--- config.mk ---
export PLATFORM = sky130hd
export DESIGN_NAME = uart_tx_feeder
export DESIGN_NICKNAME = d
export VERILOG_FILES = /design/src/rtl/uart_pkg.sv /design/src/rtl/btn_debounce.sv /design/src/rtl/uart_tx_feeder.sv
export SDC_FILE = /design/constraint.sdc
export NUM_CORES = 1
export LEC_CHECK = 0
export ABC_CLOCK_PERIOD_IN_PS = 2400
export BUFFER_PORTS_ARGS = -buffer_cell sky130_fd_sc_hd__buf_2
export CORE_MARGIN = 2
export CORE_UTILIZATION = 53
export DETAILED_ROUTE_END_ITERATION = 8
export HOLD_SLACK_MARGIN = 0.15
export PLACE_DENSITY = 0.72
export SLEW_MARGIN = 10
export SYNTH_ARGS = -nofsm -noshare
export SYNTH_HDL_FRONTEND = slang
export SYNTH_SLANG_ARGS = --single-unit
--- constraint.sdc ---
create_clock -name clk -period 2.4 [get_ports clk]
set_clock_uncertainty 0.1 [all_clocks]
set_input_delay 0.12 -clock clk [delete_from_list [all_inputs] [get_ports clk]]
set_output_delay 0.12 -clock clk [all_outputs]
set_load 0.01 [all_outputs]
--- src/rtl/uart_pkg.sv ---
// Shared UART defaults and helpers used by the transmitter, receiver and the
// button-driven transmit feeder.
package uart_pkg;

   localparam int DATA_W_DEF          = 8;
   localparam int FIFO_DEPTH_DEF      = 8;
   localparam int DEBOUNCE_CYCLES_DEF = 16;

   // Counter/pointer width that never collapses to zero bits.
   function automatic int cnt_w(input int n);
      return (n <= 1) ? 1 : $clog2(n);
   endfunction

   // What the FIFO does in a given cycle.
   typedef struct packed {
      logic push;
      logic pop;
      logic drop;
   } fifo_op_t;

endpackage

--- src/rtl/btn_debounce.sv ---
// Two-flop synchronizer plus counter debounce for a bouncing push button.
// Produces the debounced level and a one-cycle pulse on each accepted 0->1 change.
module btn_debounce
   import uart_pkg::*;
#(
   parameter int DEBOUNCE_CYCLES = DEBOUNCE_CYCLES_DEF
) (
   input  logic clk,
   input  logic rst_n,
   input  logic btn_in,
   output logic level,
   output logic rise
);

   localparam int            CW   = cnt_w(DEBOUNCE_CYCLES);
   localparam logic [CW-1:0] LAST = CW'(DEBOUNCE_CYCLES - 1);

   logic          sync_q1;
   logic          sync_q2;
   logic [CW-1:0] cnt;

   // The counter only runs while the synchronized input disagrees with the
   // accepted level; any agreement restarts the qualification window.
   always_ff @(posedge clk or negedge rst_n) begin
      if (!rst_n) begin
         sync_q1 <= 1'b0;
         sync_q2 <= 1'b0;
         cnt     <= '0;
         level   <= 1'b0;
         rise    <= 1'b0;
      end else begin
         sync_q1 <= btn_in;
         sync_q2 <= sync_q1;
         rise    <= 1'b0;
         if (sync_q2 == level) begin
            cnt <= '0;
         end else if (cnt == LAST) begin
            cnt   <= '0;
            level <= ~level;
            rise  <= ~level;
         end else begin
            cnt <= cnt + 1'b1;
         end
      end
   end

endmodule

--- src/rtl/uart_tx_feeder.sv ---
// Button-driven byte feeder: each debounced press captures the switch byte into
// a small FIFO that drains into the UART transmitter.
module uart_tx_feeder
   import uart_pkg::*;
#(
   parameter int DATA_W          = DATA_W_DEF,
   parameter int FIFO_DEPTH      = FIFO_DEPTH_DEF,
   parameter int DEBOUNCE_CYCLES = DEBOUNCE_CYCLES_DEF
) (
   input  logic                          clk,
   input  logic                          rst_n,
   input  logic [DATA_W-1:0]             data_in,
   input  logic                          btn_in,
   input  logic                          tx_ready,
   output logic [DATA_W-1:0]             tx_data,
   output logic                          tx_valid,
   output logic [$clog2(FIFO_DEPTH):0]   count,
   output logic                          full,
   output logic                          empty,
   output logic                          overflow
);

   localparam int            PW      = cnt_w(FIFO_DEPTH);
   localparam int            CW      = $clog2(FIFO_DEPTH) + 1;
   localparam logic [CW-1:0] DEPTH_C = CW'(FIFO_DEPTH);

   logic              btn_level;
   logic              btn_rise;
   logic              push;
   fifo_op_t          op;

   logic [DATA_W-1:0] mem [FIFO_DEPTH];
   logic [PW-1:0]     wr_ptr;
   logic [PW-1:0]     rd_ptr;

   btn_debounce #(
      .DEBOUNCE_CYCLES (DEBOUNCE_CYCLES)
   ) u_btn_debounce (
      .clk    (clk),
      .rst_n  (rst_n),
      .btn_in (btn_in),
      .level  (btn_level),
      .rise   (btn_rise)
   );

   // A rise pulse always coincides with the new high level.
   assign push = btn_rise & btn_level;

   // tx_valid/tx_ready: a byte transfers on every rising edge where both are
   // high; while tx_valid is high and tx_ready low, tx_data holds its value.
   assign tx_valid = (count != '0);
   assign empty    = (count == '0);
   assign full     = (count == DEPTH_C);
   assign tx_data  = mem[rd_ptr];

   // A push into a full FIFO still fits when a pop frees the head slot.
   always_comb begin
      op      = '0;
      op.pop  = tx_valid & tx_ready;
      op.push = push & (~full | op.pop);
      op.drop = push & full & ~op.pop;
   end

   always_ff @(posedge clk or negedge rst_n) begin
      if (!rst_n) begin
         wr_ptr   <= '0;
         rd_ptr   <= '0;
         count    <= '0;
         overflow <= 1'b0;
      end else begin
         overflow <= op.drop;
         if (op.push) wr_ptr <= wr_ptr + 1'b1;
         if (op.pop)  rd_ptr <= rd_ptr + 1'b1;
         case ({op.push, op.pop})
            2'b10:   count <= count + 1'b1;
            2'b01:   count <= count - 1'b1;
            default: count <= count;
         endcase
      end
   end

   // Storage carries no reset; an empty FIFO never exposes its contents.
   always_ff @(posedge clk) begin
      if (op.push) mem[wr_ptr] <= data_in;
   end

endmodule

==> summary.md <==
| Metric | Value |
|---|---|
| Worst EP arrival | 2420 ps |
| Final Net Count | 268 |
| Number of routed nets with antenna violations | 0 |
| Horiz. Die Dim | 85.3 µm |
| Port buffer count | 27 |
| Die Y | 85.3 µm |
| Startpoint Class | flip-flop |
| Clk buf depth | 2 |
| Post-Syn Area | 0.00351 mm² |
| Gr usage total | 0.179 |
| Max-Slew Margin vs Limit | 0.399 |
| Setup TNS | 0 ps |
| Die footprint | 0.00728 mm² |
| Drt drc | 0 |
| Ys flop type | edfxtp_1 |
| Register area share after synthesis | 0.684 |
| Total Wirelength | 6060 µm |
| Initial Util | 0.549 |
| # diodes | 0 |
| First-pass GRT wire length | 9590 µm |
| Synthesized flop and latch total | 83 |
| Commonest non-fill, non-tap cells in the layout | edfxtp_1 (64), buf_2 (27), dfrtp_1 (18), mux4_1 (16), dlygate4sd3_1 (13) |
| Min cycle time layout | 2240 ps |
| Power per cell area | 890 mW/mm² |
| Number of cells on the worst hold path | 0 |
| Crit path kind | reg2reg |
| Ratio of cells with drive above 1 in the final layout | 0.267 |
| Max Fclk | 447 MHz |
| CTS H-tree lvls | 3 |
| Total CTS buffers | 9 |
| Max cap viols | 0 |
| Status | finished, final reports clean |
| Worst vdd ir | 531 µV |
| GPL Wtd Cong | 0.840 |
| Number of fill cells | 463 |
| Via count | 1871 |
| Average wire per standard cell | 18.3 µm |
| Unrepaired setup endpoints after global routing | false |
| Initial antenna violation count | 0 |
| Final Slew Violations | 0 |
| FP Rows | 29 |
| Total Power | 3.59 mW |
| Placed wire-length estimate | 3850 µm |
| Cells after Synth | 202 |
| First-pass detailed-route iteration total | 4 |
| Final Util | 0.631 |
| Netlist cell types | 41 |
| Ports | 28 |
| Avg Cell Area, Syn | 17.4 µm² |
| Crit. End Element | flip-flop |
| Clock root buffer | clkbuf_8 |
| P_leak | 1.50 nW |
| Critical Path RT | 2580 ps |
| Final period util | 0.933 |
| Critical path peak fanout | 4 |
| Gr ovfl total | 0 |
| Number of global-route vias before repair | 1910 |
| Final hold slack | 267 ps |
| Synth warn | 0 |
| Final setup viols | 0 |
| Clk_lat worst skew | 340 ps |
| Synth async-reset ratio | 0.229 |
| R2R depth | 8 |
| Endpoints failing hold | 0 |
| Largest net degree at the start of global routing | 19 |
| Most common cell after layout, fill and taps aside | edfxtp_1 |
| P&R area growth vs syn | 14.9% |
| Clk pin slew, worst setup/hold paths | 80 ps |
| Initial DRC Count | 99 |
| Routed vias/inst | 5.64 |
| CTS tree | built |
| Hold Crit Class | reg2reg |
| Core Region | 0.00639 mm² |
| Clock sinks | 83 |
| Syn Nets | 218 |
| Worst Max-Slew Pin Slew | 897 ps |
| Post-synth EDFFs | 64 |
[registers in the layout, indices dropped and copies added (netlist names)]
register and cells:
rd_ptr 3, u_btn_debounce.sync_q1 1, wr_ptr 3, mem 64
overflow 1, u_btn_debounce.level 1, u_btn_debounce.rise 1, count 4
u_btn_debounce.sync_q2 1, u_btn_debounce.cnt 4
[Yosys cell counts, types with 2 or more instances]
cell / instances / area share
clkbuf_1: 2 / 0.0021
o21a_1: 2 / 0.0043
nor3_1: 6 / 0.0086
nor2_1: 12 / 0.013
ha_1: 4 / 0.014
edfxtp_1: 64 / 0.55
nand2b_1: 2 / 0.0036
dfrtp_1: 19 / 0.14
xnor2_1: 7 / 0.017
nor3b_1: 2 / 0.0043
mux2_2: 10 / 0.032
nand3_1: 2 / 0.0029
a21oi_1: 5 / 0.0071
and2_1: 2 / 0.0036
and3_1: 2 / 0.0036
o21ai_0: 6 / 0.0086
mux4_1: 16 / 0.12
nand2_1: 11 / 0.012
buf_2: 3 / 0.0043
inv_1: 4 / 0.0043
[stage by stage]
step | cell area, µm² | setup WS, ps | std cells
after floorplan | 3510 | 19.9 | 202
after global placement | 3740 | 166 | 305
after detailed placement | 3740 | 101 | 305
after CTS | 4020 | 82.8 | 332
after global routing | 4030 | 22.5 | 332
final | 4030 | 161 | 332
[critical path, cell delays in order (launching register included)]
cell,delay (ps)
dfrtp_1,400
or4_4,560
nand2_2,120
nor2_1,50
xnor2_1,140
ha_1,220
nor4_2,300
o21a_1,160
o21a_1,120
[kinds of logic after synthesis]
kind of cell	Yosys count	synth area share
flops	83	0.684
simple gates	48	0.0728
mux	27	0.155
compound gates	19	0.0339
buf+inv	14	0.0232
xor+xnor	7	0.0175
fa+ha+maj	4	0.0143
[final timing paths]
kind                                                     to  slack, ps                        startpoint
setup / recovery                       count[2]$_DFFE_PN0P_        160              count[1]$_DFFE_PN0P_
hold / removal             u_btn_debounce.sync_q2$_DFF_PN0_        270  u_btn_debounce.sync_q1$_DFF_PN0_
setup reg to reg                       count[2]$_DFFE_PN0P_        160              count[1]$_DFFE_PN0P_
hold reg to reg            u_btn_debounce.sync_q2$_DFF_PN0_        270  u_btn_debounce.sync_q1$_DFF_PN0_
max in group asynchronous  u_btn_debounce.sync_q2$_DFF_PN0_        440                             rst_n
min in group asynchronous              count[1]$_DFFE_PN0P_        620                             rst_n
[where the power goes]
part	switching, mW	internal (mW)
registers	0.135	1.61
logic	0.445	0.574
clock network	0.464	0.362
[timing repair]
action / CTS / global route
hold endpoints to repair: 87 / 0
gates resized for setup: 0 / 2
endpoints found under the setup margin: 0 / 17
hold buffers: 13 / 0
buffers inserted: 0 / 0
[cell type report]
class | count | area, µm² | area share
Timing Repair Buffer | 48 | 325 | 0.0807
Inverter | 5 | 18.8 | 0.00466
Clock inverter | 5 | 31.3 | 0.00776
Clock buffer | 9 | 124 | 0.0307
Multi-Input combinational cell | 105 | 1030 | 0.257
Tap cell | 77 | 96.3 | 0.0239
Sequential cell | 83 | 2400 | 0.595
[layer usage]
layer,vias to the layer above,GRT usage,wire (µm)
met5,-,0,0
met4,0,0.0707,85
met3,10,0.0321,146
met2,30,0.278,2960
met1,940,0.253,2870
li1,891,-,-
Note: power is estimated with default switching activity, not from simulation.
